### src/rtl/uart_cmd_decode.sv
`default_nettype none
// ============================================================================
// Module   : uart_cmd_decode
// Brief    : Parses UART rx bytes into SDRAM write-FIFO pushes and
//            write/read triggers, with an inter-byte timeout abort.
// Revision : 1.0 - initial release
// ============================================================================
module uart_cmd_decode #(
    parameter logic [7:0] WR_HDR      = 8'h55,
    parameter logic [7:0] RD_HDR      = 8'hAA,
    parameter int         WR_LEN      = 4,
    parameter int         TIMEOUT_CYC = 500000
) (
    input  logic       sclk,
    input  logic       s_rst_n,
    input  logic       uart_flag,
    input  logic [7:0] uart_data,
    output logic       wfifo_wr_en,
    output logic [7:0] wfifo_data,
    output logic       wfifo_clr,
    output logic       wr_trig,
    output logic       rd_trig,
    output logic       cmd_err,
    output logic       busy
);

    localparam int               c_TO_W      = $clog2(TIMEOUT_CYC + 1);
    localparam logic [7:0]       c_LAST_BYTE = 8'(WR_LEN - 1);
    localparam logic [c_TO_W-1:0] c_TO_LAST  = c_TO_W'(TIMEOUT_CYC - 1);

    localparam logic [0:0] S_IDLE    = 1'b0;
    localparam logic [0:0] S_WR_DATA = 1'b1;

    logic [0:0]        r_state,     w_state_nxt;
    logic [7:0]        r_byte_cnt,  w_byte_cnt_nxt;
    logic [c_TO_W-1:0] r_to_cnt,    w_to_cnt_nxt;
    logic              r_wr_en,     w_wr_en_nxt;
    logic [7:0]        r_data,      w_data_nxt;
    logic              r_clr,       w_clr_nxt;
    logic              r_trig_pend, w_trig_pend_nxt;
    logic              r_wr_trig;
    logic              r_rd_trig,   w_rd_trig_nxt;
    logic              r_err,       w_err_nxt;

    always_ff @(posedge sclk or negedge s_rst_n) begin
        if (!s_rst_n) begin
            r_state     <= S_IDLE;
            r_byte_cnt  <= 8'd0;
            r_to_cnt    <= '0;
            r_wr_en     <= 1'b0;
            r_data      <= 8'h00;
            r_clr       <= 1'b0;
            r_trig_pend <= 1'b0;
            r_wr_trig   <= 1'b0;
            r_rd_trig   <= 1'b0;
            r_err       <= 1'b0;
        end else begin
            r_state     <= w_state_nxt;
            r_byte_cnt  <= w_byte_cnt_nxt;
            r_to_cnt    <= w_to_cnt_nxt;
            r_wr_en     <= w_wr_en_nxt;
            r_data      <= w_data_nxt;
            r_clr       <= w_clr_nxt;
            r_trig_pend <= w_trig_pend_nxt;
            // write trigger trails the final push by one cycle so the FIFO holds all bytes
            r_wr_trig   <= r_trig_pend;
            r_rd_trig   <= w_rd_trig_nxt;
            r_err       <= w_err_nxt;
        end
    end

    always_comb begin
        w_state_nxt     = r_state;
        w_byte_cnt_nxt  = r_byte_cnt;
        w_to_cnt_nxt    = r_to_cnt;
        w_wr_en_nxt     = 1'b0;
        w_data_nxt      = r_data;
        w_clr_nxt       = 1'b0;
        w_trig_pend_nxt = 1'b0;
        w_rd_trig_nxt   = 1'b0;
        w_err_nxt       = 1'b0;
        case (r_state)
            S_IDLE: begin
                if (uart_flag) begin
                    if (uart_data == WR_HDR) begin
                        w_state_nxt    = S_WR_DATA;
                        w_byte_cnt_nxt = 8'd0;
                        w_to_cnt_nxt   = '0;
                    end else if (uart_data == RD_HDR) begin
                        w_rd_trig_nxt = 1'b1;
                    end
                end
            end
            S_WR_DATA: begin
                // an arriving byte takes priority over the timeout terminal count
                if (uart_flag) begin
                    w_wr_en_nxt  = 1'b1;
                    w_data_nxt   = uart_data;
                    w_to_cnt_nxt = '0;
                    if (r_byte_cnt == c_LAST_BYTE) begin
                        w_state_nxt     = S_IDLE;
                        w_byte_cnt_nxt  = 8'd0;
                        w_trig_pend_nxt = 1'b1;
                    end else begin
                        w_byte_cnt_nxt = r_byte_cnt + 8'd1;
                    end
                end else if (r_to_cnt == c_TO_LAST) begin
                    w_state_nxt    = S_IDLE;
                    w_byte_cnt_nxt = 8'd0;
                    w_to_cnt_nxt   = '0;
                    w_err_nxt      = 1'b1;
                    w_clr_nxt      = 1'b1;
                end else begin
                    w_to_cnt_nxt = r_to_cnt + 1'b1;
                end
            end
            default: begin
                w_state_nxt = S_IDLE;
            end
        endcase
    end

    assign wfifo_wr_en = r_wr_en;
    assign wfifo_data  = r_data;
    assign wfifo_clr   = r_clr;
    assign wr_trig     = r_wr_trig;
    assign rd_trig     = r_rd_trig;
    assign cmd_err     = r_err;
    assign busy        = (r_state == S_WR_DATA);

endmodule
`default_nettype wire

### config.mk
export PLATFORM = sky130hd
export DESIGN_NAME = uart_cmd_decode
export DESIGN_NICKNAME = d
export VERILOG_FILES = /design/src/rtl/uart_cmd_decode.sv
export SDC_FILE = /design/constraint.sdc
export NUM_CORES = 1
export LEC_CHECK = 0
export ABC_AREA = 1
export CORE_UTILIZATION = 30
export DETAILED_ROUTE_END_ITERATION = 10
export DONT_BUFFER_PORTS = 1
export PLACE_DENSITY = 0.54
export SLEW_MARGIN = 25
export SYNTH_ARGS = -nofsm -noshare
export SYNTH_HDL_FRONTEND = slang
export SYNTH_SLANG_ARGS = --single-unit
### constraint.sdc
create_clock -name sclk -period 1.45 [get_ports sclk]
set_input_delay 0.29 -clock sclk [delete_from_list [all_inputs] [get_ports sclk]]
set_output_delay 0.29 -clock sclk [all_outputs]
set_load 0.05 [all_outputs]
==> metrics.md <==
| Metric | Value |
|---|---|
| CP Launch Type | flop |
| Setup violations, final | 0 |
| Number of synthesized flops with an enable pin | 0 |
| Vias in the first global route | 2069 |
| Detailed Place HPWL | 4140 um |
| Area of the multi-input gates | 1180 um^2 |
| Placed inst area | 2530 um^2 |
| CTS buffer count | 5 |
| Final ANT Viol Nets | 0 |
| Max_cap viols | 0 |
| Reg2Reg Launch Point | r_to_cnt[0]$_DFFE_PN0P_ |
| Primary FF master, synth | dfrtp_1 |
| Chip width | 88.4 um |
| Yosys cell types | 29 |
| Total number of vias | 2069 |
| Antenna Diode Count | 0 |
| Flop-to-flop setup slack | 0.05 ns |
| Mean Syn Cell Area | 7.60 um^2 |
| Initial antenna violation count | 0 |
| Async SR Flop Fraction | 1.00 |
| Iter 0 DRT Violations | 116 |
| Gpl congestion | 0.845 |
| Cells along the critical path | ha_4 -> nand3_4 -> nor2_4 -> nand3_2 -> nand2_4 -> nand2_8 -> nand2_1 -> o21ai_1 |
| Worst-path clk slew | 0.09 ns |
| Yosys warns | 0 |
| Hold Slack | 0.149 ns |
| Gr ovfl total | 0 |
| RSZ-0062 raised after global routing | yes |
| Hold EP | rd_trig$_DFF_PN0_ |
| #FFs+latches synth | 41 |
| Pin count of the biggest net entering global routing | 42 |
| LEAKAGE | 0.00127 uW |
| Max-slew violation count | 0 |
| Vias per cell | 4.78 |
| Period Utilization, post-route | 0.964 |
| Clk_lat worst skew | 0.30 ns |
| Fraction of post-synthesis cell area in the top cell type by area | 0.458 |
| H-tree level count | 2 |
| Number of port buffers | 0 |
| Wire length of the first global-routing pass | 9890 um |
| Hold Crit Depth | 2 |
| Filler cells | 750 |
| WL/cell | 13.8 um |
| Worst EP arrival | 1.58 ns |
| Crit path max fanout | 7 |
| Core area | 7250 um^2 |
| Slew margin rel. | 0.668 |
| First drt pass iteration count | 4 |
| Top delay family on crit path | simple AND/OR/NAND/NOR gates |
| Layout cells sized above 1 | 0.266 |
| Reg-to-Reg End | r_byte_cnt[7]$_DFFE_PN0P_ |
| Crit path capture type | flop |
| CTS max path bufs | 2 |
| CP bufs+invs | 0 |
| Crit-path slowest cell | dfrtp_1 |
| Synth top cells by count | nand2_1, dfrtp_1, nor2_1, inv_1, o21ai_0 |
| Die area | 7820 um^2 |
| Initial core utilization | 0.309 |
| Clock root cell | clkbuf_8 |
| Syn Inst Count | 295 |
| Outcome | finished, final reports clean |
| Final Hold Viols | 0 |
| Final wirelength | 5960 um |
| Crit path kind | flop to flop |
| Setup Skew | 0.00406 ns |
| Period minus WS final | 1.40 ns |
| Dominant cell type by area after synthesis | dfrtp_1 |
| Ports | 25 |
| Worst Path Required | 1.63 ns |
| Hold WC Path Type | input port to flop |
| Hold path start | uart_data[7] |
| FF/Latch Area | 1030 um^2 |
| Mapped Area | 2240 um^2 |
| Most frequent cell after synthesis | nand2_1 |
| CTS tree | yes |
| VDD IR-drop max | 1130 uV |
| Synth area leaders | dfrtp_1, nand2_1, nor2_1 |
| Die height | 88.4 um |
| Reg2Reg Depth | 8 |
| DRC viols | 0 |
| Syn_nets | 308 |
| Row cnt | 31 |
| PwrDens | 1350 nW/um^2 |
| Fin nets | 346 |
| Worst-margin pin slew | 0.498 ns |
| Final instance area | 2880 um^2 |
| Highest clock rate | 0.716 GHz |
| CP startpoint | r_to_cnt[0]$_DFFE_PN0P_ |
| Register area share after synthesis | 0.458 |
| Max incr delay on CP | 0.42 ns |
| Gr usage total | 0.167 |
| Synthesis-to-finish area growth | 28.7% |
| Sink Count | 41 |
-- final cells by class --
type / count / share of cell area
clock inverters: 3 / 0.0161
multi-input cells: 215 / 0.410
well taps: 99 / 0.0430
repair buffers: 36 / 0.103
clock buffers: 5 / 0.0239
inverters: 34 / 0.0451
flip-flops and latches: 41 / 0.358
-- through the flow --
step / power (uW) / utilization / instances / setup TNS, ns / setup slack [ns]
after floorplan: 2480 / - / 295 / 0 / 0.00844
after global placement: 2800 / 0.349 / 412 / -0.0685 / -0.0557
after detailed placement: 2820 / 0.349 / 412 / -0.197 / -0.0900
after CTS: 3850 / 0.375 / 424 / 0 / 0.00208
after global routing: 4110 / 0.398 / 433 / -0.522 / -0.0507
final: 3890 / 0.398 / 433 / 0 / 0.0524
-- where the power goes --
group	internal (uW)	switching, uW	total, uW	leakage [uW]
combinational	377	647	1020	0.000669
sequential	1330	571	1900	0.000543
clock	516	449	965	0.0000543
total	2220	1670	3890	0.00127
-- timing repair --
| item | 4_1_cts | 5_1_grt |
|---|---|---|
| gates resized for setup | 6 | 40 |
| hold buffers | 2 | 0 |
| buffers inserted | 2 | 8 |
| hold endpoints to repair | 41 | 0 |
| pin swaps | 0 | 18 |
| cloned | 0 | 1 |
| setup endpoints to repair | 7 | 24 |
-- cell families (layout without fill, tap and decap cells) --
kind of cell | Yosys count | count (layout) | synth area share
AOI/OAI and AO/OA | 33 | 33 | 0.0754
DFF | 41 | 41 | 0.458
xor gates and xnor gates | 8 | 8 | 0.0313
adders and majority gates | 2 | 2 | 0.0112
and+or+nand+nor | 171 | 172 | 0.351
buffers and inverters | 40 | 78 | 0.0731
-- cells in the final DEF, fill, tap and decap left out, types with 2 or more instances in the layout --
cell      instances
o21ai_1           8
xor2_1            6
nor2_4            6
clkbuf_8          5
nor3_1            3
nand3_1          21
nor2_2            5
buf_4            33
xnor2_1           2
a21oi_1           6
nand4_1          17
o21ai_0          18
dfrtp_1          35
dfrtp_2           6
nor2_1           30
nand2_1          65
inv_2             5
nor3_2            2
inv_1            27
nand2_2          11
buf_12            2
nand2_4           2
nand3_2           2
nand3b_1          2
-- per-layer routing --
metal,up-vias,part of all wire,track usage
met5,-,0,0
met4,0,0.020,0.0440
met3,10,0.038,0.0364
met2,37,0.48,0.281
met1,982,0.46,0.219
li1,1040,-,-
-- worst max-delay path by stage --
stage | end | slack [ns] | cells after the start
after global routing | r_to_cnt[14]$_DFFE_PN0P_ | -0.05 | 8
after global placement | busy$_DFF_PN0_ | -0.06 | 6
after detailed placement | busy$_DFF_PN0_ | -0.09 | 6
after CTS | r_byte_cnt[7]$_DFFE_PN0P_ | 0.002 | 8
final | r_byte_cnt[7]$_DFFE_PN0P_ | 0.05 | 8
after floorplan | r_to_cnt[15]$_DFFE_PN0P_ | 0.008 | 7
-- state kept, by name, indices dropped and copies added (netlist names) --
| register | cells |
|---|---|
| busy | 1 |
| cmd_err | 1 |
| r_byte_cnt | 8 |
| r_to_cnt | 19 |
| r_trig_pend | 1 |
| rd_trig | 1 |
| wfifo_data | 8 |
| wfifo_wr_en | 1 |
| wr_trig | 1 |
Note: power is estimated with default switching activity, not from simulation.
==> variant (config.mk and constraints unchanged) <==
Register the inputs `uart_flag` and `uart_data` before use. The logic sees them one clock later.
--- a/src/rtl/uart_cmd_decode.sv
+++ b/src/rtl/uart_cmd_decode.sv
@@ -30,6 +30,14 @@
 
     localparam logic [0:0] S_IDLE    = 1'b0;
     localparam logic [0:0] S_WR_DATA = 1'b1;
+
+    logic uart_flag_q;
+    logic [7:0] uart_data_q;
+
+    always_ff @(posedge sclk) begin
+        uart_flag_q <= uart_flag;
+        uart_data_q <= uart_data;
+    end
 
     logic [0:0]        r_state,     w_state_nxt;
     logic [7:0]        r_byte_cnt,  w_byte_cnt_nxt;
@@ -81,21 +89,21 @@
         w_err_nxt       = 1'b0;
         case (r_state)
             S_IDLE: begin
-                if (uart_flag) begin
-                    if (uart_data == WR_HDR) begin
+                if (uart_flag_q) begin
+                    if (uart_data_q == WR_HDR) begin
                         w_state_nxt    = S_WR_DATA;
                         w_byte_cnt_nxt = 8'd0;
                         w_to_cnt_nxt   = '0;
-                    end else if (uart_data == RD_HDR) begin
+                    end else if (uart_data_q == RD_HDR) begin
                         w_rd_trig_nxt = 1'b1;
                     end
                 end
             end
             S_WR_DATA: begin
                 // an arriving byte takes priority over the timeout terminal count
-                if (uart_flag) begin
+                if (uart_flag_q) begin
                     w_wr_en_nxt  = 1'b1;
-                    w_data_nxt   = uart_data;
+                    w_data_nxt   = uart_data_q;
                     w_to_cnt_nxt = '0;
                     if (r_byte_cnt == c_LAST_BYTE) begin
                         w_state_nxt     = S_IDLE;
Function: changed (Yosys sat finds a counterexample within 4 cycles, from zero or initial values and one cycle with s_rst_n low).
==> variant against the original RTL <==
Routed wire length is 0.29% higher; first-iteration DRC count is 4.3% higher; power is 8.6% lower; area after synthesis is 9.2% higher; cell area is 12% higher; critical path depth stayed put; setup slack worse by 0.036 ns; via count is 4.7% higher; global-route usage is 2.0 points lower; synthesized cell count is 5.4% higher; sequential cell count is 9 higher; count of clock-buffer cells in the layout stayed put; clock skew is 0.0054 ns higher; largest cell class is now flip-flops and latches.
==> variant: results (changes against the original RTL) <==
| Metric | Value |
|---|---|
| Final weighted congestion of routability-driven global placement | `0.822 (-2.7%)` |
| Share of synthesized registers carrying an async set or reset | `82.0% (-18 points)` |
| Final WL | `5980 um (+0.29%)` |
| Start of the worst register-to-register path | `r_to_cnt[1]$_DFFE_PN0P_` |
| Sequential Area | `0.00121 mm2 (+17%)` |
| Global-route track usage on met1 | `19.1% (-2.8 points)` |
| Pleak | `1.51 nW (+19%)` |
| Destination of the worst hold path | `wr_trig$_DFF_PN0_` |
| Area contributors post-synth | `dfrtp_1, nand2_1, dfxtp_1` |
| Termination of the worst setup path | `r_byte_cnt[0]$_DFFE_PN0P_` |
| Classification of the worst-slack hold path | `flip-flop to flip-flop` |
| Peak supply drop | `798 uV (-30%)` |
| Met2 Resource Use GR | `24.6% (-3.5 points)` |
| Worst hold slack after final layout | `0.350 ns (+0.201 ns)` |
| Longest individual stage delay on the worst path | `0.37 ns (-0.05 ns)` |
| Total placed instance area | `0.00275 mm2 (+8.6%)` |
| Drt via density | `4.63 (-3.1%)` |
| Initial DRC Count | `121 (+4.3%)` |
| Number of global-route vias before repair | `2084 (+0.72%)` |
| Global-route wire length before repair | `9860 um (-0.34%)` |
| Outcome | `complete, no violations` |
| DP Worst Slack | `-0.0519 ns (+0.0381 ns)` |
| Share of final-layout standard cells stronger than drive strength 1 | `25.4% (-1.2 points)` |
| Total via count after detailed routing | `2166 (+4.7%)` |
| Worst Hold Depth | `0 (-2)` |
| Worst Tran Pin Value | `0.497 ns (-0.000803 ns)` |
| Minimum period implied by the final worst setup slack | `1.43 ns (+0.0358 ns)` |
| HPWL reported at the end of detailed placement | `4020 um (-2.9%)` |
| Arrival time of the worst setup path | `1.64 ns (+0.06 ns)` |
| Total GRT Usage | `14.7% (-2.0 points)` |
| Hold path startpoint | `r_trig_pend$_DFF_PN0_` |
| Synthesized area per cell | `7.87 um2 (+3.6%)` |
| Fill cell instance count of the final layout | `781 (+4.1%)` |
| Setup clock skew after layout | `0.00942 ns (+0.00535 ns)` |
| Cell count after placement | `437 (+6.1%)` |
| Sequential element share of the synthesized area | `49.3% (+3.5 points)` |
| Synth cell count leaders | `nand2_1, dfrtp_1, nor2_1` |
| Reg2reg setup slack | `0.02 ns (-0.04 ns)` |
| Top fanout value on the critical path | `11 (+4)` |
-- variant: timing repair --
item / 4_1_cts / 5_1_grt
gates cloned: 1 / 0
pin swaps: 2 / 7
endpoints found under the setup margin: 21 / 25
gates resized for setup: 5 / 28
endpoints found under the hold margin: 50 / 0
buffers inserted: 0 / 11
hold buffers: 11 / 0
-- variant: logic make-up (layout without fill, tap and decap cells) --
| family | Yosys count | in the layout | share of synthesized area [%] |
|---|---|---|---|
| AOI/OAI and AO/OA | 22 | 22 | 4.55 |
| xor gates and xnor gates | 4 | 4 | 1.43 |
| adders and majority gates | 2 | 2 | 1.02 |
| buffers and inverters | 38 | 92 | 7.11 |
| DFF | 50 | 50 | 49.3 |
| and+or+nand+nor | 195 | 196 | 36.6 |
-- variant: area by class of cell --
class	instances	share of cell area (%)
Clock inverter	3	1.51
Timing Repair Buffer	53	14.1
Tap cell	102	3.96
Inverter	31	3.73
Clock buffer	5	2.14
Sequential cell	50	37.6
Multi-Input combinational cell	224	37.0
-- variant: report_power, final --
group | switching (mW) | internal, mW
Clock | 0.512 | 0.526
Combinational | 0.310 | 0.262
Sequential | 0.404 | 1.54
-- variant: worst register-to-register path: stages, from the launching register on --
cell	delay (ns)
dfrtp_1	0.37
ha_2	0.22
nand3_4	0.11
nor2_4	0.15
nand3b_4	0.10
nand2_4	0.14
nand2_8	0.11
nand2_1	0.07
nand2_1	0.05
-- variant: layer usage --
| metal | share of wire, % | wire, um |
|---|---|---|
| met1 | 43 | 2590 |
| met2 | 50 | 2980 |
| met3 | 5.3 | 319 |
| met4 | 1.6 | 93 |
| met5 | 0 | 0 |
